===== src/rtl/fetch_stage.sv =====
// Instruction-fetch stage: owns the PC, addresses InstructionMemory and buffers
// fetched (pc, instr) pairs in a small FIFO for decode, with redirect flushing.
module fetch_stage #(
    parameter logic [31:0] RESET_PC   = 32'h0000_0000,
    parameter int          FIFO_DEPTH = 2,
    parameter int          DEPTH_LOG2 = 1
) (
    input  logic        clk,
    input  logic        rst_n,
    output logic [31:0] imem_addr,
    input  logic [31:0] imem_instr,
    input  logic        redirect_valid,
    input  logic [31:0] redirect_pc,
    output logic        out_valid,
    input  logic        out_ready,
    output logic [31:0] out_instr,
    output logic [31:0] out_pc
);

    typedef enum logic {
        BOOT = 1'b0,
        RUN  = 1'b1
    } state_e;

    localparam logic [DEPTH_LOG2:0] DEPTH_C = (DEPTH_LOG2 + 1)'(FIFO_DEPTH);

    state_e                state_q, state_d;
    logic [31:0]           pc_q, pc_d;
    logic [DEPTH_LOG2:0]   count_q, count_d;
    logic [DEPTH_LOG2-1:0] rdPtr_q, rdPtr_d;
    logic [DEPTH_LOG2-1:0] wrPtr_q, wrPtr_d;
    logic [31:0]           instrBuf_q [FIFO_DEPTH];
    logic [31:0]           pcBuf_q    [FIFO_DEPTH];

    logic push;
    logic pop;
    logic notEmpty;

    assign notEmpty = (count_q != '0);
    assign pop      = notEmpty & out_ready & ~redirect_valid;
    assign push     = (state_q == RUN) & ~redirect_valid & ((count_q != DEPTH_C) | pop);

    always_comb begin
        state_d = state_q;
        pc_d    = pc_q;
        count_d = count_q;
        rdPtr_d = rdPtr_q;
        wrPtr_d = wrPtr_q;
        if (redirect_valid) begin
            // Redirect wins over everything: flush the buffer and restart fetch at the target.
            state_d = RUN;
            pc_d    = redirect_pc & 32'hFFFF_FFFC;
            count_d = '0;
            rdPtr_d = '0;
            wrPtr_d = '0;
        end else begin
            state_d = RUN;
            if (push) begin
                pc_d    = pc_q + 32'd4;
                wrPtr_d = wrPtr_q + 1'b1;
            end
            if (pop) begin
                rdPtr_d = rdPtr_q + 1'b1;
            end
            case ({push, pop})
                2'b10:   count_d = count_q + 1'b1;
                2'b01:   count_d = count_q - 1'b1;
                default: count_d = count_q;
            endcase
        end
    end

    always_ff @(posedge clk or negedge rst_n) begin
        if (!rst_n) begin
            state_q <= BOOT;
            pc_q    <= RESET_PC;
            count_q <= '0;
            rdPtr_q <= '0;
            wrPtr_q <= '0;
        end else begin
            state_q <= state_d;
            pc_q    <= pc_d;
            count_q <= count_d;
            rdPtr_q <= rdPtr_d;
            wrPtr_q <= wrPtr_d;
        end
    end

    // Buffer contents need no reset: they are masked by an empty count.
    always_ff @(posedge clk) begin
        if (push) begin
            instrBuf_q[wrPtr_q] <= imem_instr;
            pcBuf_q[wrPtr_q]    <= pc_q;
        end
    end

    assign imem_addr = pc_q;
    assign out_valid = notEmpty;
    assign out_instr = notEmpty ? instrBuf_q[rdPtr_q] : 32'h0;
    assign out_pc    = notEmpty ? pcBuf_q[rdPtr_q]    : 32'h0;

endmodule

===== config.mk =====
export PLATFORM = sky130hd
export DESIGN_NAME = fetch_stage
export DESIGN_NICKNAME = d
export VERILOG_FILES = /design/src/rtl/fetch_stage.sv
export SDC_FILE = /design/constraint.sdc
export NUM_CORES = 1
export LEC_CHECK = 0
export ABC_AREA = 1
export ABC_CLOCK_PERIOD_IN_PS = 3850
export CORE_MARGIN = 4
export CORE_UTILIZATION = 46
export DETAILED_ROUTE_END_ITERATION = 6
export PLACE_DENSITY = 0.79
export SYNTH_ARGS = -nofsm -noshare
export SYNTH_HDL_FRONTEND = slang
export SYNTH_SLANG_ARGS = --single-unit
export TNS_END_PERCENT = 1

===== constraint.sdc =====
create_clock -name clk -period 3.85 [get_ports clk]
set_clock_uncertainty 0.05 [all_clocks]
set_input_delay 0.5775 -clock clk [delete_from_list [all_inputs] [get_ports clk]]
set_output_delay 0.5775 -clock clk [all_outputs]
set_load 0.05 [all_outputs]

* Word-level counts from Yosys, hierarchy flattened
Memory sizes are Yosys's and may differ from the RTL's.
Cells that the tools add are included.
** Storage, ports and cells
- Flip-flop bits (word level) :: 37
- Bits in writable memories :: 128
- Output and inout port bits :: 97
- Memories :: 2
** Memory list
- instrBuf_q :: words 2, width 32, read ports 1, clocked after memory_dff 0, write ports 1, RTL line 32 : logic [31:0] instrBuf_q [FIFO_DEPTH];
- pcBuf_q :: words 2, width 32, read ports 1, clocked after memory_dff 0, write ports 1, RTL line 33 : logic [31:0] pcBuf_q [FIFO_DEPTH];
** Cells by class
- $add $sub $neg :: 5
- Eq/ne operators :: 3
- Muxes and demuxes :: 12
- Bitwise logic cells :: 6
- Reduce and logical (&&, ||, !) cells :: 4
** Operators with widths (number)
- 32-bit 2-to-1 mux :: 4
- 32-bit by 3-bit adder with 32-bit output (second input constant) :: 1
- 1-bit 2-to-1 mux :: 6
- 2-bit nonzero test :: 3
- 1-bit bitwise AND :: 4
- 2-bit one-hot mux with 2 select lines :: 1
- 3-bit nonzero test :: 1
- 1-bit adder (second input constant) :: 2
- 2-bit by 1-bit adder with 2-bit output (second input constant) :: 1
- 2-bit by 1-bit equality test with 1-bit output (second input constant) :: 1
- 2-bit equality test (second input constant) :: 1
- 2-bit 2-to-1 mux :: 1
- 2-bit != test (second input constant) :: 1
- 2-bit by 1-bit subtractor with 2-bit output (second input constant) :: 1
- 1-bit inverter :: 1
- 1-bit bitwise OR :: 1

* Logic depth before layout (Yosys ltp)
Gate-level depths: netlist of the first run.
- Depth in word-level cells :: 8
- Gate-level depth with buffers :: 10

* Worst setup path before layout of the first run
OpenSTA, ideal clock, no wires.
- Path kind :: input to register
- Start :: input out_ready
- End :: memory instrBuf_q[1][0], enable pin
- Library setup time :: 482 ps
- Arrival :: 3526 ps
- Path slack :: -208 ps
- Stages on the path :: 6
- Path buffers :: 0
- Cells stage by stage :: inv_1 > nand3_1 > nand2_2 > inv_2 > nand2_4 > nor2_1
** On the way
- Longest elaborated chain between the ends :: 6
** RTL lines
- start, declared :: RTL line 15 : input logic out_ready,
- 1-bit bitwise AND (2 in series) :: RTL line 40 : assign pop = notEmpty & out_ready & ~redirect_valid;
- 1-bit bitwise OR :: RTL line 41 : assign push = (state_q == RUN) & ~redirect_valid & ((count_q != DEPTH_C) | pop);
- 1-bit bitwise AND :: RTL line 41
- 1-bit 2-to-1 mux :: RTL line 91 : if (push) begin
- 1-bit 2-to-1 mux (implied by the code) :: RTL line 92 : instrBuf_q[wrPtr_q] <= imem_instr;
- end, declared :: RTL line 32
Every way passes these cells.

* Final worst setup path of the first run
- Start :: register rdPtr_q
- End :: output out_pc[8]
** On the way
- Longest elaborated chain between the ends :: 2
** RTL lines
- start, declared :: RTL line 30 : logic [DEPTH_LOG2-1:0] rdPtr_q, rdPtr_d;
- start signal, assigned :: RTL line 84 : rdPtr_q <= rdPtr_d;
- memory read 2 x 32 bit
- 32-bit 2-to-1 mux :: RTL line 100 : assign out_pc = notEmpty ? pcBuf_q[rdPtr_q] : 32'h0;
- end, declared :: RTL line 17 : output logic [31:0] out_pc
Every way passes these cells.

==> impl_metrics.toml, run 1 <==
[logic_synthesis]
synth-simple-area-share_pct = 22.4
synthAdderAreaFrac_pct = 0.173
synth_area_mm2 = 0.00723
synth_edf_count = 124
synth_cells = 735
synth-xor-area-share_pct = 1.80
ys_seq_area_share_pct = 63.7
synth_area_per_cell_um2 = 9.83
ys_warn_count = 0
synth-compound-area-share_pct = 6.63
ys_types = 33
synth_top_family_by_area = "simple AND/OR/NAND/NOR gates"
ys_ff_latch = 159
synthFlopType = "edfxtp_1"
ys_async_sr_fraction_pct = 22.0
synthMuxAreaShare_pct = 0

[finish]
final_area_mm2 = 0.00964
nets = 963
final_layout_size_suffix_gt1_share_pct = 8.17
syn2layout_area_growth_pct = 33.5
fillers = 1236
antenna_cells = 0

[power]
swShare_pct = 37.8
max-vdd-ir-drop_v = 0.000351
power_density_mw_per_mm2 = 623
p_seq_share_pct = 36.0
intPower_uw = 3740
clkPwrFrac_pct = 28.6
p_leak_uw = 0.00386
combPwrFrac_pct = 35.4
switchingPower_uw = 2270

[sta]
period_minus_slack_ns = 3.44
fmax_mhz = 291
finalSetupTns_ns = 0
finalHoldViolCount = 0
whs_ns = 0.525
fin_ws_ns = 0.412
timing.final.crit_share_pct = 89.3
setup-violations-final = 0
worst_slew_pin_slew_ns = 0.613
maxSlewViolCount = 0
rsz0062_at_grt = "no"
relSlewSlack_pct = 59.0

[grt]
grt_pass1_vias = 5449
grt_pass1_wl_um = 28200
grt_max_degree = 48
antenna_found_initial = 0
overflow = 0
grt_usage_pct = 20.1

[critical_path]
cp.required_ns = 3.22
critPathMaxStageDelay_ns = 0.85
cp_max_fo = 41
criticalPathCategory = "register to output pin"
crit_arrival_ns = 2.81
cp_slowest_cell = "clkdlybuf4s50_1"
crit_path_end_kind = "output pin"
cp_cell_sequence = "buf_4 -> nand2_1 -> a21oi_1 -> clkdlybuf4s50_1"
cp-start-kind = "register"

[floorplan]
core_area_mm2 = 0.0153
die-height_um = 133
die_x_um = 133
die-area_mm2 = 0.0178
start_util_pct = 47.2
core.rowCount = 45
io_pins = 165

[place]
placed_area_mm2 = 0.00904
dp_hpwl_um = 11700
place_ws_ns = 0.854
port_buffers = 158
gp_congestion = 0.849

[clock_tree]
hold_buffers = 0
clock_tree.root_cell = "clkbuf_16"
worstSkewPairLatency_ns = 0.42
clockBufferDepth = 2
cts_tree = "built"
clock-sinks = 159
cts_setup_buffers = 0
cts_resized = 0
htreeDepth = 4
clk_pin_slew_ns = 0.06
cts_made_buffers = 17

[status]
outcome = "completed"

[routing]
drtIter0Drc = 395
wire_per_inst_um = 15.7
vias_per_cell = 4.98
drc = 0
routed_wl_um = 17500
firstDrtPassIters = 5
drtAntennaViolNets = 0
vias = 5563

[run]
maxCapViolCount = 0

[min_path]
hold_class = "input port to asynchronous set/reset pin"
==> cells in the mapped netlist, types with 2 or more instances <==
library cell	count	area, µm²
inv_2	3	11.3
and2_1	2	12.5
xnor2_1	6	52.6
conb_1	2	7.51
buf_6	4	45.0
nand2_4	5	56.3
buf_2	2	10.0
a21oi_1	67	335
o211ai_1	5	37.5
o21ai_0	16	80.1
xor2_1	7	61.3
edfxtp_1	124	3720
nor2_8	2	40.0
dfrtp_1	35	876
clkbuf_1	19	71.3
buf_4	4	30.0
o21bai_1	2	15.0
nor2_2	5	31.3
nand3_1	31	155
inv_4	2	12.5
nand2_2	4	25.0
inv_1	52	195
nor2_1	31	116
nand2_1	291	1090
nor2_4	6	67.6
==> power groups by stage <==
stage               logic [µW]  registers (µW)  clock network [µW]
floorplan                 1260            2290                   0
global placement          2110            2190                   0
detailed placement        2130            2190                   0
CTS                       2140            2160                1740
global route              2250            2180                1820
finish                    2130            2160                1720
==> metal layers <==
layer  share of wire, %  global-route usage [%]  vias to the layer above
met1                 43                    26.1                     2629
met4                1.1                    5.94                        0
met5                  0                       0                        -
met2                 49                    33.7                      196
met3                6.1                    5.14                       17
li1                   -                       -                     2721
==> state kept, by name (all words and copies together) (netlist names) <==
register    cells
instrBuf_q     64
pcBuf_q        60
imem_addr      30
count_q         2
rdPtr_q         1
state_q         1
wrPtr_q         1
==> cell usage in the layout, fill, tap and decap left out, drive strengths merged <==
master           n
clkinvlp         1
conb             5
a31oi            1
edfxtp         124
nor3             1
buf             16
clkbuf          19
xnor2            6
bufinv           4
nor2            44
a21oi           67
and2             2
o211ai           5
nand3           32
o21bai           2
ha               1
inv             59
nand4            1
nand2          300
o21ai           17
dfrtp           35
clkinv           5
clkdlybuf4s50  151
xor2             8
==> metrics by stage <==
| stage | utilization (%) | std cells | total power (µW) |
|---|---|---|---|
| 6_report | 63.0 | 1117 | 6010 |
| 5_1_grt | 63.0 | 1117 | 6250 |
| 4_1_cts | 63.0 | 1117 | 6040 |
| 3_5_place_dp | 59.1 | 1086 | 4330 |
| 3_3_place_gp | 59.1 | 1086 | 4300 |
| 2_1_floorplan | - | 738 | 3560 |
==> cell type report <==
cell class                      instances  area (µm²)  share of cell area, %
Sequential cell                       159        4600                   47.7
Multi-Input combinational cell        492        2270                   23.5
Timing Repair Buffer                  167        1690                   17.6
Clock buffer                           19         433                   4.49
Tap cell                              211         264                   2.74
Inverter                               57         219                   2.27
Clock inverter                         12         166                   1.73
==> worst max-delay path: cells and delay by family (launching register included) <==
kind	cells	cell delay [ns]
AO/OA/AOI/OAI	1	0.24
buffers and inverters	2	1.35
flip-flops	1	0.67
AND/OR/NAND/NOR	1	0.09
==> final timing paths <==
path	start	to	slack, ns	cells past startpoint
worst max-delay path	rdPtr_q	out_pc[8]	0.41	4
worst min-delay path	rst_n	imem_addr[21]	0.52	2
worst max register to register	count_q[0]	pcBuf_q[1][17]	1.80	7
worst min register to register	imem_addr[28]	pcBuf_q[1][28]	0.52	0
max in group asynchronous	rst_n	rdPtr_q	2.85	2
min in group clk	imem_addr[28]	pcBuf_q[1][28]	0.53	0
==> logic make-up (layout without fill, tap and decap cells) <==
kind of cell | after synthesis | count (layout)
AO/OA/AOI/OAI | 92 | 92
buffers and inverters | 87 | 255
AND/OR/NAND/NOR | 380 | 380
adder cells (fa/ha/maj) | 1 | 1
other | 2 | 5
XOR/XNOR | 14 | 14
flip-flops | 159 | 159
(Power assumes the default switching activity.)
==> run 2: changes to the inputs <==
Settings changed: CELL_PAD_IN_SITES_DETAIL_PLACEMENT from default to 2, CELL_PAD_IN_SITES_GLOBAL_PLACEMENT from default to 2, CORE_UTILIZATION 46 to 28, PLACE_DENSITY 0.79 to 0.78.
==> run 2 against run 1 <==
Worst hold slack lost 0.29 ns. Core utilization shrank 25 points. Combinational power is 2% higher. Wire length up 29%. Clock power shrank 6%. Final cell count is 11% higher. Critical path type unchanged.
==> impl_metrics.toml, run 2 (same netlist as run 1, synthesis figures left out) <==
[sta]
period_minus_slack_ns = 3.23
fmax_mhz = 309
finalSetupTns_ns = 0
finalHoldViolCount = 0
whs_ns = 0.238
worst_slew_pin_slew_ns = 0.941
rsz0062_at_grt = "no"
timing.final.crit_share_pct = 84.0
maxSlewViolCount = 0
setup-violations-final = 0
relSlewSlack_pct = 37.2

[finish]
final_common_cell = "nand2_1"
top_register = "instrBuf_q"
fillers = 2721
final_layout_size_suffix_gt1_share_pct = 10.9
largest_reg_flops = 64
syn2layout_area_growth_pct = 34.4
nets = 964
final_cell_mix = "nand2_1 (291), clkdlybuf4s50_1 (132), edfxtp_1 (124), a21oi_1 (67), inv_1 (51)"
antenna_cells = 0

[critical_path]
crit_path_end_kind = "output pin"
cp-start-kind = "register"
cp_slowest_cell = "clkdlybuf4s50_1"
cp_cell_sequence = "inv_2 -> nand2_1 -> a21oi_1 -> clkdlybuf4s50_1"
critPathMaxStageDelay_ns = 0.85
cp.required_ns = 3.22
crit_arrival_ns = 2.61
cp_max_fo = 43
criticalPathCategory = "register to output pin"

[floorplan]
io_pins = 165
die-area_mm2 = 0.0284
core_area_mm2 = 0.0253
die_x_um = 169
core.rowCount = 58
start_util_pct = 28.6
die-height_um = 169

[clock_tree]
worstSkewPairLatency_ns = 0.43
hold_buffers = 0
clk_pin_slew_ns = 0.07
cts_made_buffers = 17
htreeDepth = 4
clockBufferDepth = 2
cts_tree = "built"
clock-sinks = 159
cts_setup_buffers = 0
cts_resized = 0
clock_tree.root_cell = "clkbuf_16"

[grt]
antenna_found_initial = 0
grt_pass1_vias = 6283
grt_usage_pct = 16.2
overflow = 0
grt_pass1_wl_um = 35400
grt_max_degree = 63

[routing]
firstDrtPassIters = 5
wire_per_inst_um = 18.2
routed_wl_um = 22600
vias = 5633
drtAntennaViolNets = 0
vias_per_cell = 4.55
drc = 0
drtIter0Drc = 237

[power]
p_leak_uw = 0.00388
power_density_mw_per_mm2 = 613
max-vdd-ir-drop_v = 0.000261
total_power_uw = 5950

[place]
gp_congestion = 0.765
port_buffers = 158
dp_hpwl_um = 15800

[run]
maxCapViolCount = 0

[min_path]
hold_class = "input port to asynchronous set/reset pin"

[status]
outcome = "completed"
==> run 2: worst paths after layout <==
check | slack (ns) | cells after the start | startpoint | endpoint
worst max-delay path | 0.62 | 4 | rdPtr_q | out_instr[26]
worst min-delay path | 0.24 | 1 | rst_n | imem_addr[20]
worst max register to register | 1.45 | 9 | count_q[0] | instrBuf_q[0][31]
worst min register to register | 0.53 | 0 | imem_addr[28] | pcBuf_q[1][28]
max in group asynchronous | 2.85 | 1 | rst_n | rdPtr_q
min in group clk | 0.53 | 0 | imem_addr[28] | pcBuf_q[1][28]
==> run 2: routing by layer <==
metal  vias to the layer above  wire, µm  GRT usage (%)
li1                       2718         -              -
met1                      2784      9430           19.8
met2                       116     11900           29.1
met3                        15       914           3.46
met4                         0       300           4.38
met5                         -         0              0
==> run 2: critical path: cells and delay by family, from the launching register on <==
family | cells | cell delay (ns)
buf+inv | 2 | 1.43
flops | 1 | 0.41
compound gates | 1 | 0.18
simple gates | 1 | 0.14
==> run 2: final cells by class <==
class / count / area (µm²) / area share (%)
tap: 330 / 413 / 4.25
clock buffer: 17 / 425 / 4.38
sequential: 159 / 4600 / 47.4
timing repair buffer: 168 / 1650 / 17.0
inverter: 57 / 219 / 2.26
clock inverter: 15 / 134 / 1.38
multi-input combinational: 492 / 2270 / 23.3
==> run 2: stage by stage <==
| stage | setup WS [ns] | cells | util, % | cell area, µm² |
|---|---|---|---|---|
| floorplan | 0.839 | 738 | - | 7240 |
| global placement | 0.901 | 1206 | 36.2 | 9150 |
| detailed placement | 0.831 | 1206 | 36.2 | 9150 |
| CTS | 0.476 | 1238 | 38.4 | 9710 |
| global route | 0.360 | 1238 | 38.4 | 9710 |
| finish | 0.615 | 1238 | 38.4 | 9710 |
==> run 2: power breakdown <==
| part | internal, µW | switching, µW |
|---|---|---|
| clock network | 897 | 725 |
| logic | 633 | 1540 |
| registers | 2010 | 147 |
| total | 3540 | 2410 |
==> run 3: changes to the inputs <==
Settings changed: ABC_CLOCK_PERIOD_IN_PS 3850 to 2600.
Clock period 3.85 ns to 2.6 ns, I/O delays scaled along.
==> run 3 against run 2 <==
Combinational power increased by 88%. First-iteration DRC count increased by 15%. Non-clock buffer count increased by 11. Final cell count increased by 0.89%. Core utilization increased by 3.1 points. Final area increased by 8.0%. Critical path depth increased by 1. Clock power increased by 55%. Critical path type unchanged. Largest power group unchanged.
==> impl_metrics.toml, run 3 (same netlist as run 1, synthesis figures left out) <==
[status]
outcome = "completed"

[sta]
timing.final.crit_share_pct = 91.9
finalSetupTns_ns = 0
rsz0062_at_grt = "no"
period_minus_slack_ns = 2.39
relSlewSlack_pct = 62.8
fmax_mhz = 419
finalHoldViolCount = 0
maxSlewViolCount = 0
worst_slew_pin_slew_ns = 0.556
setup-violations-final = 0
whs_ns = 0.358

[clock_tree]
cts_resized = 0
htreeDepth = 4
clockBufferDepth = 2
cts_setup_buffers = 0
clock-sinks = 159
worstSkewPairLatency_ns = 0.42
hold_buffers = 0
cts_made_buffers = 17
clk_pin_slew_ns = 0.07
cts_tree = "built"
clock_tree.root_cell = "clkbuf_16"

[routing]
drtIter0Drc = 273
vias = 5760
drtAntennaViolNets = 0
wire_per_inst_um = 19.2
routed_wl_um = 24000
firstDrtPassIters = 4
drc = 0
vias_per_cell = 4.61

[critical_path]
critPathMaxStageDelay_ns = 0.43
cp-start-kind = "register"
crit_path_end_kind = "output pin"
cp.required_ns = 2.16
cp_slowest_cell = "dfrtp_2"
cp_cell_sequence = "inv_2 -> buf_4 -> nand2_1 -> a21oi_1 -> buf_12"
crit_arrival_ns = 1.95
reg2reg_slack_ns = 0.72
cp_max_fo = 21
criticalPathCategory = "register to output pin"

[run]
maxCapViolCount = 0

[place]
port_buffers = 158
dp_hpwl_um = 17000
placedCellCount = 1217
gp_congestion = 0.769

[grt]
grt_max_degree = 63
grt_pass1_wl_um = 37500
grt_pass1_vias = 6524
antenna_found_initial = 0
grt_usage_pct = 17.0
overflow = 0

[finish]
antenna_cells = 0
final_util_pct = 41.5
final_layout_size_suffix_gt1_share_pct = 15.9
final_common_cell = "nand2_1"
top_register = "instrBuf_q"
final_cell_mix = "nand2_1 (291), edfxtp_1 (124), clkdlybuf4s50_1 (95), a21oi_1 (67), buf_12 (66)"
syn2layout_area_growth_pct = 45.2
nets = 975
largest_reg_flops = 64
finalNonFillerCells = 1249

[floorplan]
die-height_um = 169
die-area_mm2 = 0.0284
start_util_pct = 28.6
core.rowCount = 58
io_pins = 165
die_x_um = 169
core_area_mm2 = 0.0253

[min_path]
hold_class = "input port to asynchronous set/reset pin"

[power]
p_leak_uw = 0.00420
power_density_mw_per_mm2 = 931
max-vdd-ir-drop_v = 0.000546
==> run 3: cell types whose count changed in the layout (fill, tap and decap cells not counted), sizes merged <==
cell / delta
buf: +48
bufinv: +1
clkbuf: +1
clkdlybuf4s50: -37
clkinv: -3
clkinvlp: +2
inv: -1
==> run 3: layer usage <==
layer	wire, µm	global-route usage [%]
met1	10400	21.1
met2	12600	31.2
met3	730	2.85
met4	228	3.53
met5	0	0
==> run 3: critical path: cells and delay by family, from the launching register on <==
family	cells	cell delay [ns]
AO/OA/AOI/OAI	1	0.31
buffers and inverters	3	0.70
AND/OR/NAND/NOR	1	0.08
flip-flops	1	0.43
==> run 3: layout make-up <==
cell class,instances,area (µm²)
Clock buffer,18,429
Clock inverter,14,155
Fill cell,2627,14800
Inverter,57,219
Multi-Input combinational cell,492,2270
Sequential cell,159,4600
Tap cell,330,413
Timing Repair Buffer,179,2410
==> run 3: final timing paths <==
path                                 from        endpoint  cells after the start
setup / recovery                  rdPtr_q   out_instr[10]                      5
hold / removal                      rst_n   imem_addr[21]                      2
setup reg to reg               count_q[0]  pcBuf_q[0][28]                      9
hold reg to reg             imem_addr[31]  pcBuf_q[1][31]                      0
max in group asynchronous           rst_n         rdPtr_q                      2
min in group clk           redirect_pc[7]    imem_addr[7]                      3
==> run 3: stage by stage <==
step	total power [µW]	instance area (µm²)	setup slack, ns
final	9770	10500	0.212
after global routing	10200	10500	0.0673
after CTS	9900	10500	0.120
after detailed placement	7370	9910	0.297
after global placement	7260	9910	0.365
after floorplan	5270	7240	-0.00351
==> run 3: power breakdown <==
group,total [µW],internal (µW),switching (µW)
clock network,2510,1430,1080
logic,4090,1580,2500
registers,3170,2980,190
